### config.mk
export PLATFORM = sky130hd
export DESIGN_NAME = bus_host
export DESIGN_NICKNAME = d
export VERILOG_FILES = /design/src/rtl/bus_host.sv
export SDC_FILE = /design/constraint.sdc
export NUM_CORES = 1
export LEC_CHECK = 0
export ABC_AREA = 1
export BUFFER_PORTS_ARGS = -buffer_cell sky130_fd_sc_hd__clkbuf_2
export CAP_MARGIN = 20
export CORE_MARGIN = 5
export CORE_UTILIZATION = 50
export CTS_BUF_LIST = sky130_fd_sc_hd__clkbuf_4 sky130_fd_sc_hd__clkbuf_8 sky130_fd_sc_hd__clkbuf_16
export CTS_CLUSTER_SIZE = 28
export DETAILED_ROUTE_END_ITERATION = 7
export GPL_TIMING_DRIVEN = 0
export PLACE_DENSITY = 0.69
export RECOVER_POWER = 100
export SYNTH_ARGS = -nofsm -noshare
export SYNTH_HDL_FRONTEND = slang
export SYNTH_SLANG_ARGS = --single-unit
### constraint.sdc
create_clock -name clk -period 2.41 [get_ports clk]
set_input_delay 0.3615 -clock clk [delete_from_list [all_inputs] [get_ports clk]]
set_output_delay 0.3615 -clock clk [all_outputs]
set_load 0.02 [all_outputs]
### src/rtl/bus_host.sv
`default_nettype none
// ============================================================================
//  Module   : bus_host
//  Purpose  : Half-duplex byte-bus host. Sends a buffered command of up to
//             CMD_DEPTH bytes to a peripheral, then turns the bus around and
//             collects 16-bit words (low byte first) until the peripheral
//             signals frame completion or a cycle timeout expires.
//  Revision : 1.0  initial release
// ----------------------------------------------------------------------------
//  Ports
//    clk, rst_n           clock (rising edge), synchronous active-low reset
//    cmd_we/waddr/wdata   command buffer write port (usable in any state)
//    cmd_len              bytes to send, sampled on start (clamped to depth)
//    start                one-cycle transaction request, ignored while busy
//    busy, done, timeout  status: not-IDLE level, completion pulses
//    word_valid/data/addr one-cycle strobe per received word with its index
//    word_count           words received in the last finished transaction
//    dir_o                1 = host owns bus and holds peripheral in reset
//    req_o/req_oe         host strobe and its drive enable
//    data_o/data_oe       host data byte and its drive enable
//    req_i, data_i, fin_i peripheral data-ready, data byte, frame complete
// ============================================================================
module bus_host #(
  parameter int CMD_DEPTH = 16,
  parameter int TIMEOUT   = 2**20
) (
  input  logic                         clk,
  input  logic                         rst_n,
  input  logic                         cmd_we,
  input  logic [$clog2(CMD_DEPTH)-1:0] cmd_waddr,
  input  logic [7:0]                   cmd_wdata,
  input  logic [$clog2(CMD_DEPTH):0]   cmd_len,
  input  logic                         start,
  output logic                         busy,
  output logic                         done,
  output logic                         timeout,
  output logic                         word_valid,
  output logic [15:0]                  word_data,
  output logic [16:0]                  word_addr,
  output logic [16:0]                  word_count,
  output logic                         dir_o,
  output logic                         req_o,
  output logic                         req_oe,
  input  logic                         req_i,
  output logic [7:0]                   data_o,
  output logic                         data_oe,
  input  logic [7:0]                   data_i,
  input  logic                         fin_i
);

  localparam int          AW        = $clog2(CMD_DEPTH);
  localparam int          TW        = $clog2(TIMEOUT + 1);
  localparam int          TMO_LAST_I = TIMEOUT - 1;
  localparam logic [TW-1:0] TMO_LAST = TMO_LAST_I[TW-1:0];
  localparam logic [AW:0]   DEPTH_L  = CMD_DEPTH[AW:0];
  localparam logic [16:0]   CNT_MAX  = '1;

  typedef enum logic [2:0] {
    IDLE     = 3'd0,
    PRE      = 3'd1,
    WRITE    = 3'd2,
    POST     = 3'd3,
    WAIT_REQ = 3'd4,
    READ     = 3'd5,
    DONE     = 3'd6,
    TOUT     = 3'd7
  } state_t;

  state_t          state, state_nxt;
  logic [7:0]      mem [CMD_DEPTH];
  logic [AW:0]     len;
  logic [AW:0]     widx;
  logic [TW-1:0]   tcnt;
  logic            phase;      // 0: expecting low byte, 1: expecting high byte
  logic [7:0]      low_byte;
  logic [16:0]     count;
  logic            tmo_hit;
  logic            capture;

  // Command buffer: never reset, so contents survive an aborted transaction.
  always_ff @(posedge clk) begin
    if (cmd_we) mem[cmd_waddr] <= cmd_wdata;
  end

  always_ff @(posedge clk) begin
    if (!rst_n) state <= IDLE;
    else        state <= state_nxt;
  end

  // Next state and Moore outputs. fin_i is tested before the timeout and
  // before any capture so it always wins a same-cycle conflict.
  always_comb begin
    state_nxt = state;
    tmo_hit   = (tcnt == TMO_LAST);
    capture   = 1'b0;
    busy      = (state != IDLE);
    dir_o     = (state == IDLE) || (state == PRE) || (state == WRITE) || (state == POST);
    req_o     = (state == WRITE);
    data_o    = (state == WRITE) ? mem[widx[AW-1:0]] : 8'h00;
    done      = (state == DONE);
    timeout   = (state == TOUT);
    req_oe    = dir_o;
    data_oe   = dir_o;
    case (state)
      IDLE:     if (start) state_nxt = PRE;
      PRE:      state_nxt = (len != '0) ? WRITE : POST;
      WRITE:    if (widx == len - 1'b1) state_nxt = POST;
      POST:     state_nxt = WAIT_REQ;
      WAIT_REQ: begin
        if (fin_i)        state_nxt = DONE;
        else if (tmo_hit) state_nxt = TOUT;
        else if (req_i)   state_nxt = READ;
      end
      READ: begin
        if (fin_i)        state_nxt = DONE;
        else if (tmo_hit) state_nxt = TOUT;
        else if (req_i)   capture   = 1'b1;
      end
      DONE:     state_nxt = IDLE;
      TOUT:     state_nxt = IDLE;
      default:  state_nxt = IDLE;
    endcase
  end

  always_ff @(posedge clk) begin
    if (!rst_n) begin
      len        <= '0;
      widx       <= '0;
      tcnt       <= '0;
      phase      <= 1'b0;
      low_byte   <= 8'h00;
      count      <= '0;
      word_valid <= 1'b0;
      word_data  <= 16'h0000;
      word_addr  <= '0;
      word_count <= '0;
    end else begin
      word_valid <= 1'b0;

      if (state == IDLE && start)
        len <= (cmd_len > DEPTH_L) ? DEPTH_L : cmd_len;

      if (state == PRE)        widx <= '0;
      else if (state == WRITE) widx <= widx + 1'b1;

      // Counters are cleared on the way into WAIT_REQ so that an immediate
      // fin_i or timeout there already reports a zero word count.
      if (state == POST) begin
        tcnt  <= '0;
        phase <= 1'b0;
        count <= '0;
      end else if (state == WAIT_REQ || state == READ) begin
        tcnt <= tcnt + 1'b1;
      end

      if (capture) begin
        if (!phase) begin
          low_byte <= data_i;
          phase    <= 1'b1;
        end else begin
          word_valid <= 1'b1;
          word_data  <= {data_i, low_byte};
          word_addr  <= count;
          if (count != CNT_MAX) count <= count + 1'b1;
          phase      <= 1'b0;
        end
      end

      // A pending odd low byte is simply dropped: only whole words count.
      if (state_nxt == DONE || state_nxt == TOUT)
        word_count <= count;
    end
  end

endmodule
`default_nettype wire

==> impl_metrics.toml <==
[worst_setup_path]
reg2reg_depth = 16
rr_endpoint = "count[15]"
cpPeakStageDelay_ns = 0.41
crit_slowest_cell = "dfxtp_4"
worstSetupPathType = "reg2out"
cp-start-kind = "register"
cp_max_fo = 8
critPathCaptureType = "output pin"
crit_chain = "buf_12 > buf_8 > o21ai_1 > o22ai_2 > o211ai_1 > a21oi_2 > clkbuf_8"
cp.arrival_ns = 2.13
reg2reg_from = "count[0]"
rrSetupSlack_ns = 0.04
crit_required_ns = 2.05

[hold_path]
min-delay-path-class = "in2reg"
min_delay_path_depth = 3
holdCritStartpoint = "data_i[1]"
hold_path_end = "word_data[9]"

[global_routing]
grt_util_all_layers_pct = 22.8
gr-total-overflow = 0
grt_pass1_vias = 8076
grt_pass1_wl_um = 43500
grt_max_degree = 17
grt_antenna_before_repair = 1

[place]
dpl.hpwl_um = 18400
gp_congestion = 0.905
dp.cells = 1464
dpl_cell_area_um2 = 11100
port_buffers = 96

[synth]
synth_area_um2 = 10300
ys_seq_elements = 243
synth_edf_count = 128
syn_avg_cell_area_um2 = 9.40
yosys-top-cells-area = "edfxtp_1 37%, dfxtp_1 22%, nand2_1 7.2%"
yosys.area.top_type = "edfxtp_1"
synthCells = 1098
syn_nets = 1134
yosys_warnings = 0
synth_top_area_share_pct = 37.2
ys_types = 42
yosys_most_used_dff = "edfxtp_1"
synthArstFlopShare_pct = 0
ys_seq_area_share_pct = 59.5

[power_and_ir_drop]
p_per_area_nw_per_um2 = 724
internal_power_mw = 7.00
p_sw_share_pct = 23.2
combinationalPowerShare_pct = 8.8
clkPwrFrac_pct = 42.1
total_power_mw = 9.11
p_sw_mw = 2.12
irDropWorstVdd_mv = 0.540
leakagePower_nw = 4.50
power_frac_seq_pct = 49.0

[routing]
vias_per_cell = 5.57
wirelength_um = 28100
ant_nets = 0
drc_errors = 0
wl_per_cell_um = 18.3
first_pass_iters = 5
num_vias = 8527
drt-initial-drc-count = 754

[die]
initial_core_util_pct = 50.9
ios = 97
die_h_um = 154
core.rowCount = 52
dieWidth_um = 154
dieArea_um2 = 23600
core_area_um2 = 20300

[sta]
slew_headroom_pct = 37.4
worstMarginPinSlew_ns = 0.936
skew_ns = 0.0164
finalCritPeriodShare_pct = 103
fmax_mhz = 402
setup_violations = 7
drv_slew = 0
final.setup.worst_slack_ns = -0.0788
finalCriticalPeriod_ns = 2.49
final_hold_viol_count = 0
rsz0062_at_grt = "yes"

[job]
max_cap_viol_count = 0

[cells_and_area]
fillCellCount = 1718
seqCellArea_um2 = 6160
layout-drive-gt1-share_pct = 17.3
fin_nets = 1275
stdcell_count = 1530
area_growth_pct = 21.9
final_core_util_pct = 62.0
multiInputGateArea_um2 = 3840
finish.instance_area_um2 = 12600

[cts]
cts.sinks = 243
cts_buffer_depth = 3
clk-insertion-delay-late_ns = 0.52
clkTransAtPathRegs_ns = 0.06
cts_tree = "done"
cts_max_level = 1
cts_buffers = 26
cts_root_buf = "clkbuf_16"

[outcome]
outcome = "finished, violations left"
violations = "negative setup slack"
## routing by layer
metal	share of wire, %	track usage [%]	up-vias
met2	47	37.4	396
met3	8.8	4.55	47
met1	42	31.2	4018
met4	2.3	6.01	0
met5	0	0	-
li1	-	-	4066
## metrics by stage
| step | hold slack [ns] | setup WS [ns] | setup TNS [ns] |
|---|---|---|---|
| floorplan | 0.419 | 0.208 | 0 |
| global placement | 0.429 | -0.351 | -3.57 |
| detailed placement | 0.433 | -0.346 | -3.79 |
| CTS | 0.0353 | -0.0186 | -0.0573 |
| global route | 0.0525 | -0.133 | -2.08 |
| finish | 0.0489 | -0.0788 | -0.300 |
## what timing repair did
item / 4_1_cts / 5_1_grt
gates resized for setup: 121 / 76
pin swaps: 23 / 41
hold buffers: 0 / 0
setup buffers: 4 / 8
setup endpoints to repair: 23 / 25
gates cloned: 3 / 2
## power by group through the flow
| stage | clock [mW] | sequential [mW] | combinational (mW) |
|---|---|---|---|
| after floorplan | 0 | 4.55 | 0.366 |
| after global placement | 0 | 4.55 | 0.610 |
| after detailed placement | 0 | 4.55 | 0.617 |
| after CTS | 3.86 | 4.47 | 0.765 |
| after global routing | 4.05 | 4.47 | 0.865 |
| final | 3.84 | 4.47 | 0.803 |
## cell usage in the layout, fill, tap and decap left out, drive strengths merged, types with 5 or more instances in the layout
cell type | synthesis | layout
nand3 | 77 | 77
nor3 | 15 | 15
o221ai | 23 | 23
dfxtp | 115 | 115
xor2 | 10 | 10
ha | 5 | 5
nand4 | 7 | 7
inv | 72 | 72
nand2 | 207 | 207
clkinv | 0 | 6
o22ai | 8 | 8
a21oi | 73 | 73
o21ai | 122 | 122
o211ai | 9 | 9
buf | 21 | 38
nor2 | 155 | 155
clkbuf | 33 | 171
edfxtp | 128 | 128
## worst max path at each step
| stage | depth (start not counted) | from | endpoint | slack, ns |
|---|---|---|---|---|
| finish | 7 | register | data_o[3] | -0.08 |
| detailed placement | 16 | count[0] | count[9] | -0.35 |
| global route | 7 | register | data_o[5] | -0.13 |
| CTS | 7 | register | data_o[3] | -0.02 |
| floorplan | 16 | count[0] | count[5] | 0.21 |
| global placement | 16 | count[0] | count[5] | -0.35 |
## cell usage after synthesis, types with 2 or more instances
| cell | instances |
|---|---|
| nand4_1 | 7 |
| nand2_4 | 2 |
| xnor2_1 | 4 |
| o22ai_1 | 8 |
| inv_1 | 65 |
| nand2_1 | 199 |
| inv_2 | 7 |
| o221ai_1 | 23 |
| or2_0 | 2 |
| o21ai_1 | 12 |
| clkbuf_1 | 33 |
| nand3b_1 | 3 |
| o21ai_2 | 10 |
| buf_2 | 8 |
| o21ai_0 | 100 |
| nor2_4 | 5 |
| dfxtp_1 | 115 |
| nor3_1 | 13 |
| a21oi_1 | 73 |
| o21a_1 | 2 |
| buf_4 | 5 |
| nand2_2 | 6 |
| buf_1 | 2 |
| xor2_1 | 10 |
| nor2_1 | 143 |
| nand3_1 | 74 |
| nand3_4 | 3 |
| o211ai_1 | 9 |
| ha_1 | 5 |
| nor2_2 | 6 |
| buf_6 | 6 |
| edfxtp_1 | 128 |
## registers in the layout, summed over array words and instances (netlist names), named ones only
register / count
mem: 128
tcnt: 21
count: 17
word_addr: 17
word_count: 17
word_data: 16
low_byte: 8
len: 5
widx: 5
state: 3
phase: 1
word_valid: 1
## worst max-delay path, delay by kind of cell, from the launching register on
family,cells,cell delay [ns]
compound gates,4,0.75
buf+inv,3,0.46
flops,1,0.41
## logic make-up after synthesis
kind of cell	count (synthesis)	synth area share [%]
AND/OR/NAND/NOR	469	20.0
flip-flops	243	59.5
AO/OA/AOI/OAI	241	13.4
buffers and inverters	126	5.30
XOR/XNOR	14	1.19
adder cells (fa/ha/maj)	5	0.606
## cell type report
type,count,share of cell area [%]
Buffer,54,4.23
Timing Repair Buffer,113,4.80
Clock buffer,42,6.36
Clock inverter,6,0.268
Multi-Input combinational cell,729,30.5
Antenna cell,1,0.0199
Tap cell,270,2.68
Inverter,72,2.25
Sequential cell,243,48.9
Power figures use the tool's default switching activity.
